==> src/rtl/game_flow_ctrl_if.sv <==
// Control/status bundle between the game sequencer and its surrounding blocks.
// The sequencer takes the slave view; the driver of the inputs takes the master view.
interface game_flow_ctrl_if;
   logic       enter;
   logic       frame_tick;
   logic       ep_boom;
   logic       boss_dead;
   logic [3:0] health;
   logic [1:0] state;
   logic       play_en;
   logic       end_en;
   logic       win;
   logic       boss_spawn;
   logic       game_rst_n;
   logic [9:0] score;

   modport master (
      output enter, frame_tick, ep_boom, boss_dead, health,
      input  state, play_en, end_en, win, boss_spawn, game_rst_n, score
   );

   modport slave (
      input  enter, frame_tick, ep_boom, boss_dead, health,
      output state, play_en, end_en, win, boss_spawn, game_rst_n, score
   );
endinterface

==> src/rtl/game_flow_ctrl.sv <==
// Game phase sequencer: start screen, play, boss phase, game over.
// Counts kills into a saturating score and issues the one-shot boss spawn.
module game_flow_ctrl #(
   parameter int unsigned BOSS_SCORE  = 10,
   parameter int unsigned BOSS_BONUS  = 50,
   parameter int unsigned HOLD_FRAMES = 120
) (
   input  logic            clk,
   input  logic            rst,
   game_flow_ctrl_if.slave bus
);
   typedef enum logic [1:0] {
      IDLE = 2'b00,
      PLAY = 2'b01,
      BOSS = 2'b10,
      OVER = 2'b11
   } state_t;

   localparam logic [10:0] SCORE_MAX = 11'd999;
   localparam logic [10:0] BOSS_AT   = 11'(BOSS_SCORE);
   localparam logic [10:0] BONUS     = 11'(BOSS_BONUS);
   localparam logic [7:0]  HOLD_MAX  = 8'(HOLD_FRAMES);

   state_t     state_q, state_d;
   logic       enter_q, boom_q, dead_q;
   logic       guard_q, guard_d;
   logic [7:0] hold_q, hold_d;
   logic [9:0] score_q, score_d;
   logic       win_q, win_d;
   logic       spawn_q, spawn_d;
   logic       play_en_q, end_en_q, game_rst_n_q;
   logic       enter_rise, boom_rise, dead_rise, died;
   logic [9:0] score_kill;

   function automatic logic [9:0] sat_add(input logic [9:0] a, input logic [10:0] b);
      logic [10:0] s;
      s = {1'b0, a} + b;
      return (s > SCORE_MAX) ? 10'd999 : s[9:0];
   endfunction

   assign enter_rise = bus.enter & ~enter_q;
   assign boom_rise  = bus.ep_boom & ~boom_q;
   assign dead_rise  = bus.boss_dead & ~dead_q;
   // Zero health only counts once the health judge has had a cycle out of reset.
   assign died       = guard_q && (bus.health == '0);
   assign score_kill = boom_rise ? sat_add(score_q, 11'd1) : score_q;

   always_comb begin
      state_d = state_q;
      guard_d = 1'b1;
      hold_d  = hold_q;
      score_d = score_q;
      win_d   = win_q;
      spawn_d = 1'b0;
      case (state_q)
         IDLE: begin
            score_d = '0;
            win_d   = 1'b0;
            if (enter_rise) begin
               state_d = PLAY;
               guard_d = 1'b0;
            end
         end
         PLAY: begin
            score_d = score_kill;
            if (died) begin
               state_d = OVER;
               win_d   = 1'b0;
               hold_d  = '0;
            end else if (boom_rise && ({1'b0, score_kill} >= BOSS_AT)) begin
               state_d = BOSS;
               spawn_d = 1'b1;
            end
         end
         BOSS: begin
            score_d = score_kill;
            if (died) begin
               state_d = OVER;
               win_d   = 1'b0;
               hold_d  = '0;
            end else if (dead_rise) begin
               state_d = OVER;
               win_d   = 1'b1;
               hold_d  = '0;
               score_d = sat_add(score_kill, BONUS);
            end
         end
         OVER: begin
            if (bus.frame_tick && (hold_q != HOLD_MAX)) hold_d = hold_q + 8'd1;
            if (enter_rise && (hold_q == HOLD_MAX)) begin
               state_d = IDLE;
               score_d = '0;
               win_d   = 1'b0;
            end
         end
      endcase
   end

   always_ff @(posedge clk or negedge rst) begin
      if (!rst) begin
         state_q      <= IDLE;
         enter_q      <= 1'b0;
         boom_q       <= 1'b0;
         dead_q       <= 1'b0;
         guard_q      <= 1'b0;
         hold_q       <= '0;
         score_q      <= '0;
         win_q        <= 1'b0;
         spawn_q      <= 1'b0;
         play_en_q    <= 1'b0;
         end_en_q     <= 1'b0;
         game_rst_n_q <= 1'b0;
      end else begin
         state_q      <= state_d;
         enter_q      <= bus.enter;
         boom_q       <= bus.ep_boom;
         dead_q       <= bus.boss_dead;
         guard_q      <= guard_d;
         hold_q       <= hold_d;
         score_q      <= score_d;
         win_q        <= win_d;
         spawn_q      <= spawn_d;
         play_en_q    <= (state_d == PLAY) || (state_d == BOSS);
         end_en_q     <= (state_d == OVER);
         game_rst_n_q <= (state_d != IDLE);
      end
   end

   assign bus.state      = state_q;
   assign bus.play_en    = play_en_q;
   assign bus.end_en     = end_en_q;
   assign bus.win        = win_q;
   assign bus.boss_spawn = spawn_q;
   assign bus.game_rst_n = game_rst_n_q;
   assign bus.score      = score_q;
endmodule

==> src/flat_wrapper.sv <==
// flat-port wrapper written by rule: the top's interface ports become plain ports
module game_flow_ctrl_flat 
#(
   parameter int unsigned BOSS_SCORE  = 10,
   parameter int unsigned BOSS_BONUS  = 50,
   parameter int unsigned HOLD_FRAMES = 120
)
  (clk, rst, bus_enter, bus_frame_tick, bus_ep_boom, bus_boss_dead, bus_health, bus_state, bus_play_en, bus_end_en, bus_win, bus_boss_spawn, bus_game_rst_n, bus_score);
  game_flow_ctrl_if bus_i ();
  input  logic clk;
  input  logic rst;
  input wire logic [$bits(bus_i.enter)-1:0] bus_enter;
  input wire logic [$bits(bus_i.frame_tick)-1:0] bus_frame_tick;
  input wire logic [$bits(bus_i.ep_boom)-1:0] bus_ep_boom;
  input wire logic [$bits(bus_i.boss_dead)-1:0] bus_boss_dead;
  input wire logic [$bits(bus_i.health)-1:0] bus_health;
  output wire logic [$bits(bus_i.state)-1:0] bus_state;
  output wire logic [$bits(bus_i.play_en)-1:0] bus_play_en;
  output wire logic [$bits(bus_i.end_en)-1:0] bus_end_en;
  output wire logic [$bits(bus_i.win)-1:0] bus_win;
  output wire logic [$bits(bus_i.boss_spawn)-1:0] bus_boss_spawn;
  output wire logic [$bits(bus_i.game_rst_n)-1:0] bus_game_rst_n;
  output wire logic [$bits(bus_i.score)-1:0] bus_score;
  assign bus_i.enter = bus_enter;
  assign bus_i.frame_tick = bus_frame_tick;
  assign bus_i.ep_boom = bus_ep_boom;
  assign bus_i.boss_dead = bus_boss_dead;
  assign bus_i.health = bus_health;
  assign bus_state = bus_i.state;
  assign bus_play_en = bus_i.play_en;
  assign bus_end_en = bus_i.end_en;
  assign bus_win = bus_i.win;
  assign bus_boss_spawn = bus_i.boss_spawn;
  assign bus_game_rst_n = bus_i.game_rst_n;
  assign bus_score = bus_i.score;
  game_flow_ctrl #(.BOSS_SCORE(BOSS_SCORE), .BOSS_BONUS(BOSS_BONUS), .HOLD_FRAMES(HOLD_FRAMES)) u_core (.clk(clk), .rst(rst), .bus(bus_i));
endmodule
==> config.mk <==
export PLATFORM = sky130hd
export DESIGN_NAME = game_flow_ctrl_flat
export DESIGN_NICKNAME = d
export VERILOG_FILES = /design/src/rtl/game_flow_ctrl_if.sv /design/src/rtl/game_flow_ctrl.sv /design/src/flat_wrapper.sv
export SDC_FILE = /design/constraint.sdc
export NUM_CORES = 1
export LEC_CHECK = 0
export ABC_AREA = 1
export BUFFER_PORTS_ARGS = -buffer_cell sky130_fd_sc_hd__buf_2
export CELL_PAD_IN_SITES_DETAIL_PLACEMENT = 1
export CELL_PAD_IN_SITES_GLOBAL_PLACEMENT = 2
export CORE_ASPECT_RATIO = 0.5
export CORE_MARGIN = 8
export CORE_UTILIZATION = 32
export DETAILED_ROUTE_END_ITERATION = 10
export PLACE_DENSITY_LB_ADDON = 0.12
export SYNTH_ARGS = -nofsm -noshare
export SYNTH_HDL_FRONTEND = slang
export SYNTH_SLANG_ARGS = --single-unit
==> constraint.sdc <==
create_clock -name clk -period 3.65 [get_ports clk]
set_input_delay 0.365 -clock clk [delete_from_list [all_inputs] [get_ports clk]]
set_output_delay 0.365 -clock clk [all_outputs]
set_load 0.02 [all_outputs]
==> results.py <==
metrics = {
    "detailed_routing": {
        "drt_iter0_markers": 82,
        "met2_length_um": 3280,
        "antenna_left": 0,
        "wl_met3_um": 324,
        "via_count": 2383,
        "drc": 0,
        "viasPerCell": 4.90,
        "dr.pass1.iters": 4,
        "wl_per_cell_um": 15.3,
        "routed_wl_um": 7430,
        "routed.top_layer": "met4",
        "wl_met1_um": 3780,
    },
    "power_and_ir_drop": {
        "pwr-share-seq": 0.235,
        "p_leak_nw": 1.44,
        "intPower_mw": 1.09,
        "p_sw_mw": 1.07,
        "total_power_mw": 2.16,
        "combPwrFrac": 0.537,
        "p_clk_frac": 0.228,
        "p_per_area_mw_per_mm2": 769,
        "vdd_drop_max_uv": 270,
        "switching_share": 0.495,
    },
    "finish": {
        "drive_gt1_frac": 0.192,
        "layout.nets": 411,
        "antennaDiodeCount": 0,
        "areaGrowthSynthToFinish_pct": 17.2,
    },
    "worst_setup_path": {
        "crit_required_ns": 3.81,
        "critPathMaxFanout": 7,
        "start_kind": "flop",
        "critPathLaunch": "u_core.bus.score[0]$_DFFE_PN0P_",
        "cp-end-kind": "flop",
        "r2r-start": "u_core.bus.score[0]$_DFFE_PN0P_",
        "worstSetupPathType": "reg2reg",
        "arrival_ns": 3.36,
    },
    "timing": {
        "slew_headroom": 0.527,
        "timing.final.crit_share": 0.876,
        "hold_violations": 0,
        "worst_hold_slack_ns": 0.129,
        "rsz0062_at_grt": "false",
        "finClkSkew_ns": 0.00487,
        "worst_pin_slew_ns": 0.709,
        "drv_slew": 0,
        "setup_viol_count_final": 0,
        "period_minus_slack_ns": 3.20,
        "fmax_mhz": 313,
        "fin_tns_setup_ns": 0,
    },
    "global_routing": {
        "gr-total-overflow": 0,
        "grt_pass1_wl_um": 12700,
        "grt_pass1_vias": 2525,
        "antenna_found_initial": 0,
        "track_usage": 0.144,
        "grt_max_degree": 30,
    },
    "floorplanning": {
        "die_x_um": 138,
        "fp.dieArea_mm2": 0.0107,
        "io_pins": 27,
        "core.rowCount": 22,
        "die_y_um": 77.2,
        "core_mm2": 0.00729,
        "initial_core_util": 0.328,
    },
    "synthesis": {
        "synth_fp_nets": 381,
        "synth_ff_type": "dfrtp_1",
        "syn-instance-count": 359,
        "synth_top_area_frac": 0.303,
        "netlist_area_mm2": 0.00239,
        "ys_types": 35,
        "synth_top_area_cell": "dfrtp_1",
        "yosys-top-cells-area": "dfrtp_1, nand2_1, inv_1",
        "synthArstFlopShare": 1.00,
        "ys_seq_area_frac": 0.303,
        "syn_area_per_cell_um2": 6.67,
        "synth_edf_count": 0,
        "yosys_warnings": 0,
        "ys_seq_elements": 29,
    },
    "clocking": {
        "hold_buffers": 0,
        "tritoncts": "built",
        "clockBufferDepth": 2,
        "h-tree-depth": 2,
        "cts_buffers": 5,
        "clkSlewWorstSetupHoldPaths_ns": 0.05,
        "clock_latency_ns": 0.28,
        "cts.sinks": 29,
        "post_cts_buffers": 0,
        "ctsResizeCount": 0,
        "root_buffer": "clkbuf_16",
    },
    "placed_design": {
        "gp_congestion": 0.808,
        "io_buffers": 26,
        "place.detailed.hpwl_um": 5840,
    },
    "worst_hold_path": {
        "holdCritPathClass": "in2async",
    },
    "job": {
        "maxCapViolCount": 0,
    },
    "status": {
        "outcome": "finished, final reports clean",
    },
}
## placed cells by master, fill, tap and decap left out, types with 7 or more instances in the layout
| master | synthesis | final |
|---|---|---|
| ha_1 | 12 | 12 |
| a21oi_1 | 14 | 14 |
| dfrtp_1 | 29 | 29 |
| buf_2 | 2 | 26 |
| inv_2 | 9 | 9 |
| nand2_1 | 123 | 123 |
| inv_1 | 43 | 43 |
| nor2_1 | 24 | 24 |
| o21ai_1 | 7 | 7 |
| nand2_2 | 10 | 10 |
| o21ai_0 | 17 | 17 |
| nand3_1 | 21 | 21 |
## registers in the layout (all words and copies together), names as in the netlist
name                   cells
u_core.boom_q              1
u_core.bus.boss_spawn      1
u_core.bus.end_en          1
u_core.bus.game_rst_n      1
u_core.bus.play_en         1
u_core.bus.score          10
u_core.bus.state           2
u_core.bus.win             1
u_core.dead_q              1
u_core.enter_q             1
u_core.guard_q             1
u_core.hold_q              8
## logic make-up (layout without fill, tap and decap cells)
group,Yosys count,in the layout,share of synthesized area
AO/OA/AOI/OAI,51,51,0.133
AND/OR/NAND/NOR,208,208,0.405
flip-flops,29,29,0.303
XOR/XNOR,1,1,0.00366
adder cells (fa/ha/maj),12,12,0.0627
buffers and inverters,58,89,0.0919
## routing by layer
metal,vias up,GRT usage
li1,1206,-
met1,1138,0.191
met2,33,0.228
met3,6,0.0412
met4,0,0.0248
met5,-,0
## worst max-delay path, cell delays in order (launching register included)
cell and delay (ns):
dfrtp_1 0.46, ha_1 0.25, nand2_1 0.10, nor2_2 0.14, nand2_1 0.07, nand2_1 0.06, nand2_1 0.07, nor2_2 0.12
nand2_2 0.08, o21bai_4 0.16, nand2_4 0.12, nand2_1 0.15, ha_1 0.20, nand3_2 0.13, nand2_2 0.14, nand2_1 0.08
o21ai_1 0.14, nand2_1 0.14, nand4_4 0.15, nand3_1 0.08, nand2_1 0.06, nand2_1 0.06, nand2_1 0.08, nand2_1 0.06
## power by group through the flow
| stage | clock network [mW] | logic [mW] | registers, mW |
|---|---|---|---|
| floorplan | 0 | 0.740 | 0.577 |
| global placement | 0 | 1.15 | 0.511 |
| detailed placement | 0 | 1.16 | 0.514 |
| CTS | 0.509 | 1.18 | 0.511 |
| global route | 0.521 | 1.32 | 0.526 |
| finish | 0.492 | 1.16 | 0.508 |
## through the flow
step                      instances  worst slack (ns)   util  area, um^2
after floorplan                 359             0.857      -        2390
after global placement          478             0.523  0.361        2630
after detailed placement        478             0.447  0.361        2630
after CTS                       486             0.425  0.385        2810
after global routing            486             0.108  0.385        2810
final                           486             0.454  0.385        2810
## cell type report
type	instances	area, um^2
clock buffers	6	139
clock inverters	2	37.5
fillers	953	4490
inverters	55	206
multi-input cells	272	1450
flip-flops and latches	29	726
well taps	96	120
repair buffers	26	130
## path summary, 6_finish.rpt
check / endpoint / slack [ns] / cells after the start
worst max-delay path: u_core.bus.score[1]$_DFFE_PN0P_ / 0.45 / 23
worst min-delay path: u_core.bus.score[7]$_DFFE_PN0P_ / 0.13 / 1
worst max register to register: u_core.bus.score[1]$_DFFE_PN0P_ / 0.45 / 23
worst min register to register: u_core.guard_q$_DFF_PN0_ / 0.49 / 2
max in group asynchronous: u_core.hold_q[7]$_DFFE_PN0P_ / 3.05 / 1
min in group clk: u_core.dead_q$_DFF_PN0_ / 0.21 / 1
## synth_stat cells, types with 2 or more instances
library cell / instances
nor2_2: 6
nand2_2: 10
inv_2: 9
nor2_1: 24
o211ai_1: 2
nand2_1: 123
nand4_1: 5
inv_1: 43
buf_2: 2
a21oi_1: 14
dfrtp_1: 29
nor4_1: 2
ha_1: 12
o21ai_1: 7
o21ai_0: 17
nand2_4: 3
a31oi_1: 3
nand3_1: 21
o21ai_2: 2
nand3_2: 3
nor3_1: 4
nor2_4: 3
clkinv_1: 3
Note: power is estimated with default switching activity, not from simulation.
